[src/rtl/bus_arbiter_rr.sv]
// Round-robin bus arbiter.
// Shares one datapath bus among NumberOfRequesters sources. It drives a
// registered binary Select for the shared bus mux and a registered one-hot
// Grant back to each requester. Every change of owner passes through one dead
// TURNAROUND cycle. An optional hold limit forcibly ends long grants.
// NumberOfRequesters must be at least 2.
module bus_arbiter_rr #(
  parameter int NumberOfRequesters = 4,
  parameter int MaxHoldCycles      = 8
) (
  input  logic                          Clock,
  input  logic                          Reset,
  input  logic [NumberOfRequesters-1:0] Request,
  output logic [NumberOfRequesters-1:0] Grant,
  output logic [NumberOfRequesters-1:0] Select,
  output logic                          BusValid,
  output logic                          HoldExpired
);

  localparam int N  = NumberOfRequesters;
  // Width of a requester index.
  localparam int PW = (N < 2) ? 1 : $clog2(N);
  // Width of the hold counter. It is large enough to hold MaxHoldCycles.
  localparam int HW = (MaxHoldCycles < 2) ? 1 : $clog2(MaxHoldCycles + 1);

  // The count value at which the owner has held the bus MaxHoldCycles cycles.
  // The counter is 0 in the first grant cycle.
  localparam int              HOLD_LAST_INT = (MaxHoldCycles == 0) ? 0 : MaxHoldCycles - 1;
  localparam logic [HW-1:0]   HOLD_LAST     = HOLD_LAST_INT[HW-1:0];
  localparam logic [PW-1:0]   LAST_IDX      = PW'(N - 1);
  localparam logic            HOLD_LIMITED  = (MaxHoldCycles != 0);

  typedef enum logic [1:0] {
    IDLE       = 2'd0,
    BUSY       = 2'd1,
    TURNAROUND = 2'd2
  } state_t;

  state_t          state;
  logic [PW-1:0]   pointer;
  logic [PW-1:0]   owner;
  logic [HW-1:0]   hold_count;

  logic            win_found;
  logic [PW-1:0]   win_idx;
  logic            owner_req;
  logic            hold_limit_hit;
  logic [PW-1:0]   next_pointer;
  logic [N-1:0]    win_onehot;
  logic [N-1:0]    win_select;

  // Returns the first requesting index. The search starts at ptr and wraps
  // modulo N. The result is {found, index}.
  function automatic logic [PW:0] rr_pick(input logic [N-1:0] req,
                                          input logic [PW-1:0] ptr);
    logic          found;
    logic [PW-1:0] idx;
    logic [PW-1:0] cand;
    found = 1'b0;
    idx   = ptr;
    cand  = ptr;
    for (int k = 0; k < N; k++) begin
      if (!found && req[cand]) begin
        found = 1'b1;
        idx   = cand;
      end else begin
        found = found;
      end
      cand = (cand == LAST_IDX) ? {PW{1'b0}} : cand + PW'(1);
    end
    return {found, idx};
  endfunction

  // Expands an index into a one-hot Grant vector.
  function automatic logic [N-1:0] to_onehot(input logic [PW-1:0] idx);
    logic [N-1:0] v;
    v      = {N{1'b0}};
    v[idx] = 1'b1;
    return v;
  endfunction

  assign {win_found, win_idx} = rr_pick(Request, pointer);
  assign win_onehot           = to_onehot(win_idx);
  assign win_select           = {{(N - PW){1'b0}}, win_idx};
  assign owner_req            = Request[owner];
  assign hold_limit_hit       = HOLD_LIMITED && (hold_count == HOLD_LAST);
  // After a release, the pointer moves just past the leaving owner.
  // This gives that owner the lowest priority in the next round.
  assign next_pointer         = (owner == LAST_IDX) ? {PW{1'b0}} : owner + PW'(1);

  // Arbitration FSM with registered Grant, Select, BusValid and HoldExpired.
  always_ff @(posedge Clock or posedge Reset) begin
    if (Reset) begin
      state       <= IDLE;
      pointer     <= {PW{1'b0}};
      owner       <= {PW{1'b0}};
      hold_count  <= {HW{1'b0}};
      Grant       <= {N{1'b0}};
      Select      <= {N{1'b0}};
      BusValid    <= 1'b0;
      HoldExpired <= 1'b0;
    end else begin
      case (state)
        IDLE: begin
          HoldExpired <= 1'b0;
          if (win_found) begin
            owner      <= win_idx;
            Grant      <= win_onehot;
            Select     <= win_select;
            BusValid   <= 1'b1;
            hold_count <= {HW{1'b0}};
            state      <= BUSY;
          end else begin
            // Select keeps the last owner so the mux output does not glitch.
            state <= IDLE;
          end
        end

        BUSY: begin
          if (!owner_req) begin
            // The owner has finished. Select keeps pointing at it.
            Grant       <= {N{1'b0}};
            BusValid    <= 1'b0;
            HoldExpired <= 1'b0;
            pointer     <= next_pointer;
            state       <= TURNAROUND;
          end else if (hold_limit_hit) begin
            // The owner still wants the bus but has used its full budget.
            Grant       <= {N{1'b0}};
            BusValid    <= 1'b0;
            HoldExpired <= 1'b1;
            pointer     <= next_pointer;
            state       <= TURNAROUND;
          end else begin
            hold_count  <= hold_count + HW'(1);
            HoldExpired <= 1'b0;
          end
        end

        TURNAROUND: begin
          // This is the single dead bus cycle. The next owner is chosen at its exit.
          HoldExpired <= 1'b0;
          if (win_found) begin
            owner      <= win_idx;
            Grant      <= win_onehot;
            Select     <= win_select;
            BusValid   <= 1'b1;
            hold_count <= {HW{1'b0}};
            state      <= BUSY;
          end else begin
            state <= IDLE;
          end
        end

        default: begin
          state       <= IDLE;
          Grant       <= {N{1'b0}};
          BusValid    <= 1'b0;
          HoldExpired <= 1'b0;
        end
      endcase
    end
  end

endmodule

[config.mk]
export PLATFORM = sky130hd
export DESIGN_NAME = bus_arbiter_rr
export DESIGN_NICKNAME = d
export VERILOG_FILES = /design/src/rtl/bus_arbiter_rr.sv
export SDC_FILE = /design/constraint.sdc
export NUM_CORES = 1
export LEC_CHECK = 0
export CAP_MARGIN = 20
export CORE_ASPECT_RATIO = 1.4
export CORE_MARGIN = 8
export CORE_UTILIZATION = 40
export DETAILED_ROUTE_END_ITERATION = 6
export GPL_TIMING_DRIVEN = 0
export PLACE_DENSITY = 0.66
export SYNTH_ARGS = -nofsm -noshare
export SYNTH_HDL_FRONTEND = slang
export SYNTH_SLANG_ARGS = --single-unit
export TNS_END_PERCENT = 30
[constraint.sdc]
create_clock -name Clock -period 2.95 [get_ports Clock]
set_input_delay 0.59 -clock Clock [delete_from_list [all_inputs] [get_ports Clock]]
set_output_delay 0.59 -clock Clock [all_outputs]
set_load 0.02 [all_outputs]
==> metrics.md <==
| Metric | Value |
|---|---|
| Dpl cell area | `between 1000 and 1500 µm²` |
| Post-layout min period | `2.474 ns` |
| Arr. time, crit path | `approximately 2.6 ns` |
| Worst Path Max Fanout | `10` |
| Yosys warning total | `0` |
| First-pass iteration count of the detailed router | `4` |
| Number of slew-limit violations in the final report | `0` |
| Vias in the first global route | `approximately 950` |
| Proportion of layout cells with a drive suffix above 1 | `17.42%` |
| Core Box Area | `roughly 2800 µm²` |
| Fill cells | `~280` |
| Routed wire length per instance | `approximately 14 µm` |
| Post-Synthesis Cell Area | `roughly 1100 µm²` |
| Worst-margin pin slew | `0.5789 ns` |
| DRC | `0` |
| Kind of capture point of the worst setup path | `flip-flop` |
| CTS Root Buffer Type | `sky130_fd_sc_hd__clkbuf_8` |
| Maximum vdd drop | `~0.00072 V` |
| Iter 0 DRT Violations | `13` |
| Area of all placed cells without fillers | `1370 µm²` |
| Register area share after synthesis | `35.28%` |
| Deepest clock path buffer count | `2` |
| Max-slew headroom at the worst pin | `roughly three fifths` |
| Remaining antenna violation count after routing | `0` |
| Nets | `between 100 and 150` |
| Width of the die | `61.02 µm` |
| RSZ-0062 raised after global routing | `false` |
| Initial antenna violation count | `0` |
| Power density over cell area | `approximately 1100 nW/µm²` |
| Smallest setup slack after layout | `approximately 0.48 ns` |
| Pin count of the biggest net entering global routing | `17` |
| Total routed wirelength | `approximately 2.3 mm` |
| Max-cap violations | `0` |
| Worst Path Required | `around 3 ns` |
| Buffers on Ports | `13` |
| Post-cts repair resize count | `0` |
| Mean instance size in the synthesized netlist | `about 10 µm²` |
| #FFs+latches synth | `16` |
| Most used cells in the layout excluding fill and tap cells | `sky130_fd_sc_hd__dfrtp_1, sky130_fd_sc_hd__clkdlybuf4s50_1, sky130_fd_sc_hd__nor2_1, sky130_fd_sc_hd__nand2_1, sky130_fd_sc_hd__nand2b_1` |
| Result of the run | `complete, no violations` |
| Htree depth | `1` |
| Vias post-DR | `between 800 and 900` |
| Inst Count DP | `roughly 170` |
| Post-synthesis to final-layout area growth | `20.73%` |
| Worst-path clk slew | `approximately 0.060 ns` |
| Weighted congestion reported at the end of routability-driven placement | `roughly 0.91` |
| CTS Sinks | `16` |
| Element type at the critical path start | `input pin` |
| EDFF count, synth | `0` |
| Most common cell after layout, fill and taps aside | `sky130_fd_sc_hd__dfrtp_1` |
| Post-route setup TNS | `0 ns` |
| Buffers inserted by post-CTS timing repair | `0` |
| Class of the most critical hold timing path | `reg -> reg` |
| Crit path kind | `in -> reg` |
| # IOs | `16` |
| Avg Vias per Cell | `5.266` |
| Hold-fix buffer count after cts | `0` |
| Area taken by flip-flops and latches | `between 400 and 500 µm²` |
| Static leakage | `approximately 0.60 nW` |
| Num CTS Buffers | `3` |
| Finish-stage setup viols | `0` |
| Hpwl dp | `1.795 mm` |
| Clock latency on the worst-skew pair | `approximately 0.25 ns` |
| First-pass GRT wire length | `around 4.2 mm` |
| Utilization of the core after routing | `slightly below 50%` |
| Die H | `~79 µm` |
| Largest clock skew in the final design | `between 0.002 and 0.0025 ns` |
| Commonest register cell after synthesis | `sky130_fd_sc_hd__dfrtp_1` |
| Multi-input logic area | `684.4 µm²` |
| Post-synthesis async set-or-reset flop share | `100.0%` |
| Area of the die | `4821 µm²` |
| GRT Util Overall | `between 10% and 20%` |
| Antenna Cells | `0` |
| TritonCTS clock tree | `yes` |
| Post-route fraction of the period consumed by the critical path | `between 80 and 90%` |
| Sum of overflow across all layers after global routing | `0` |
| Final cell count without fillers | `~170` |
| Maximum clock frequency | `between 400 and 500 MHz` |
| Core Rows | `23` |
| Number of distinct library cells after synthesis | `40` |
| Starting Density | `between 40% and 50%` |
| Cells after Synth | `114` |
| Number of endpoints with negative hold slack in the final report | `0` |
| Place WS | `between 0.15 and 0.2 ns` |
[critical path: stages]
cell and delay [ns]:
sky130_fd_sc_hd__clkdlybuf4s50_1 0.42, sky130_fd_sc_hd__buf_4 0.18, sky130_fd_sc_hd__or2b_1 0.22, sky130_fd_sc_hd__mux4_2 0.46
sky130_fd_sc_hd__nor3_2 0.16, sky130_fd_sc_hd__nand4bb_1 0.20, sky130_fd_sc_hd__o211ai_1 0.16, sky130_fd_sc_hd__a22o_1 0.23
[flip-flops by register name (all words and copies together), names as in the netlist]
name and cells:
owner 2, state 2, pointer 2, HoldExpired 1, Grant 4, BusValid 1, hold_count 4
[routing by layer]
layer  wire, µm  track usage (%)  share of wire (%)  up-vias
met2       1224            18.90                 53       17
met5          0                0                  0        -
li1           -                -                  -      440
met3         89            1.292                3.9        4
met1        954            13.31                 41      429
met4         38            4.918                1.6        0
[Yosys cell counts, types with 2 or more instances]
library cell	n	area, µm²
sky130_fd_sc_hd__nor2_1	12	45.04
sky130_fd_sc_hd__dfrtp_1	16	400.4
sky130_fd_sc_hd__or2_4	2	17.52
sky130_fd_sc_hd__a22o_1	6	52.55
sky130_fd_sc_hd__xor2_1	3	26.28
sky130_fd_sc_hd__mux2i_1	4	40.04
sky130_fd_sc_hd__nand2b_1	8	50.05
sky130_fd_sc_hd__a21oi_1	4	20.02
sky130_fd_sc_hd__o21ai_1	2	10.01
sky130_fd_sc_hd__and2_1	2	12.51
sky130_fd_sc_hd__clkbuf_1	2	7.510
sky130_fd_sc_hd__nand2_1	9	33.78
sky130_fd_sc_hd__ha_1	3	37.54
sky130_fd_sc_hd__buf_4	3	22.52
sky130_fd_sc_hd__nor2b_1	3	18.77
sky130_fd_sc_hd__mux2_2	3	33.78
sky130_fd_sc_hd__nor3_1	2	10.01
sky130_fd_sc_hd__inv_1	2	7.510
sky130_fd_sc_hd__o21ai_0	4	20.02
sky130_fd_sc_hd__mux4_2	4	90.09
[report_power, final]
group          total [mW]  switching (mW)  internal, mW
combinational       0.920           0.467         0.453
clock               0.193          0.0743         0.118
sequential          0.373          0.0776         0.295
[worst paths after layout]
kind                            startpoint           to  slack [ns]  cells past startpoint
worst min-delay path              Grant[3]     Grant[3]        0.51                      1
worst min register to register    Grant[3]     Grant[3]        0.51                      1
min in group asynchronous            Reset  HoldExpired        0.70                      2
max in group asynchronous            Reset     Grant[1]        1.87                      2
worst max-delay path            Request[0]     Grant[1]        0.48                      8
worst max register to register  pointer[0]     Grant[0]        0.49                      8
[logic make-up (layout without fill, tap and decap cells)]
group                    Yosys count  in the layout  share of synthesized area (%)
buffers and inverters              9             26                          4.741
AND/OR/NAND/NOR                   46             46                          22.60
XOR/XNOR                           3              3                          2.316
AO/OA/AOI/OAI                     23             23                          14.67
other                              1              2                         0.3304
multiplexers                      13             13                          16.76
flip-flops                        16             16                          35.28
adder cells (fa/ha/maj)            3              3                          3.308
[metrics by stage]
stage / power, mW / hold WS [ns]
final: 1.486 / 0.5086
after global placement: 1.280 / 0.4931
after global routing: 1.624 / 0.5426
after CTS: 1.500 / 0.5113
after detailed placement: 1.307 / 0.4944
after floorplan: 1.086 / 0.4743
[final cells by class]
type,count,area share [%]
buffer,7,3.379
clock buffer,4,4.018
inverter,2,0.5479
multi-input combinational,90,49.95
sequential,16,29.22
tap,37,3.379
timing repair buffer,13,9.498
Power figures use the tool's default switching activity.
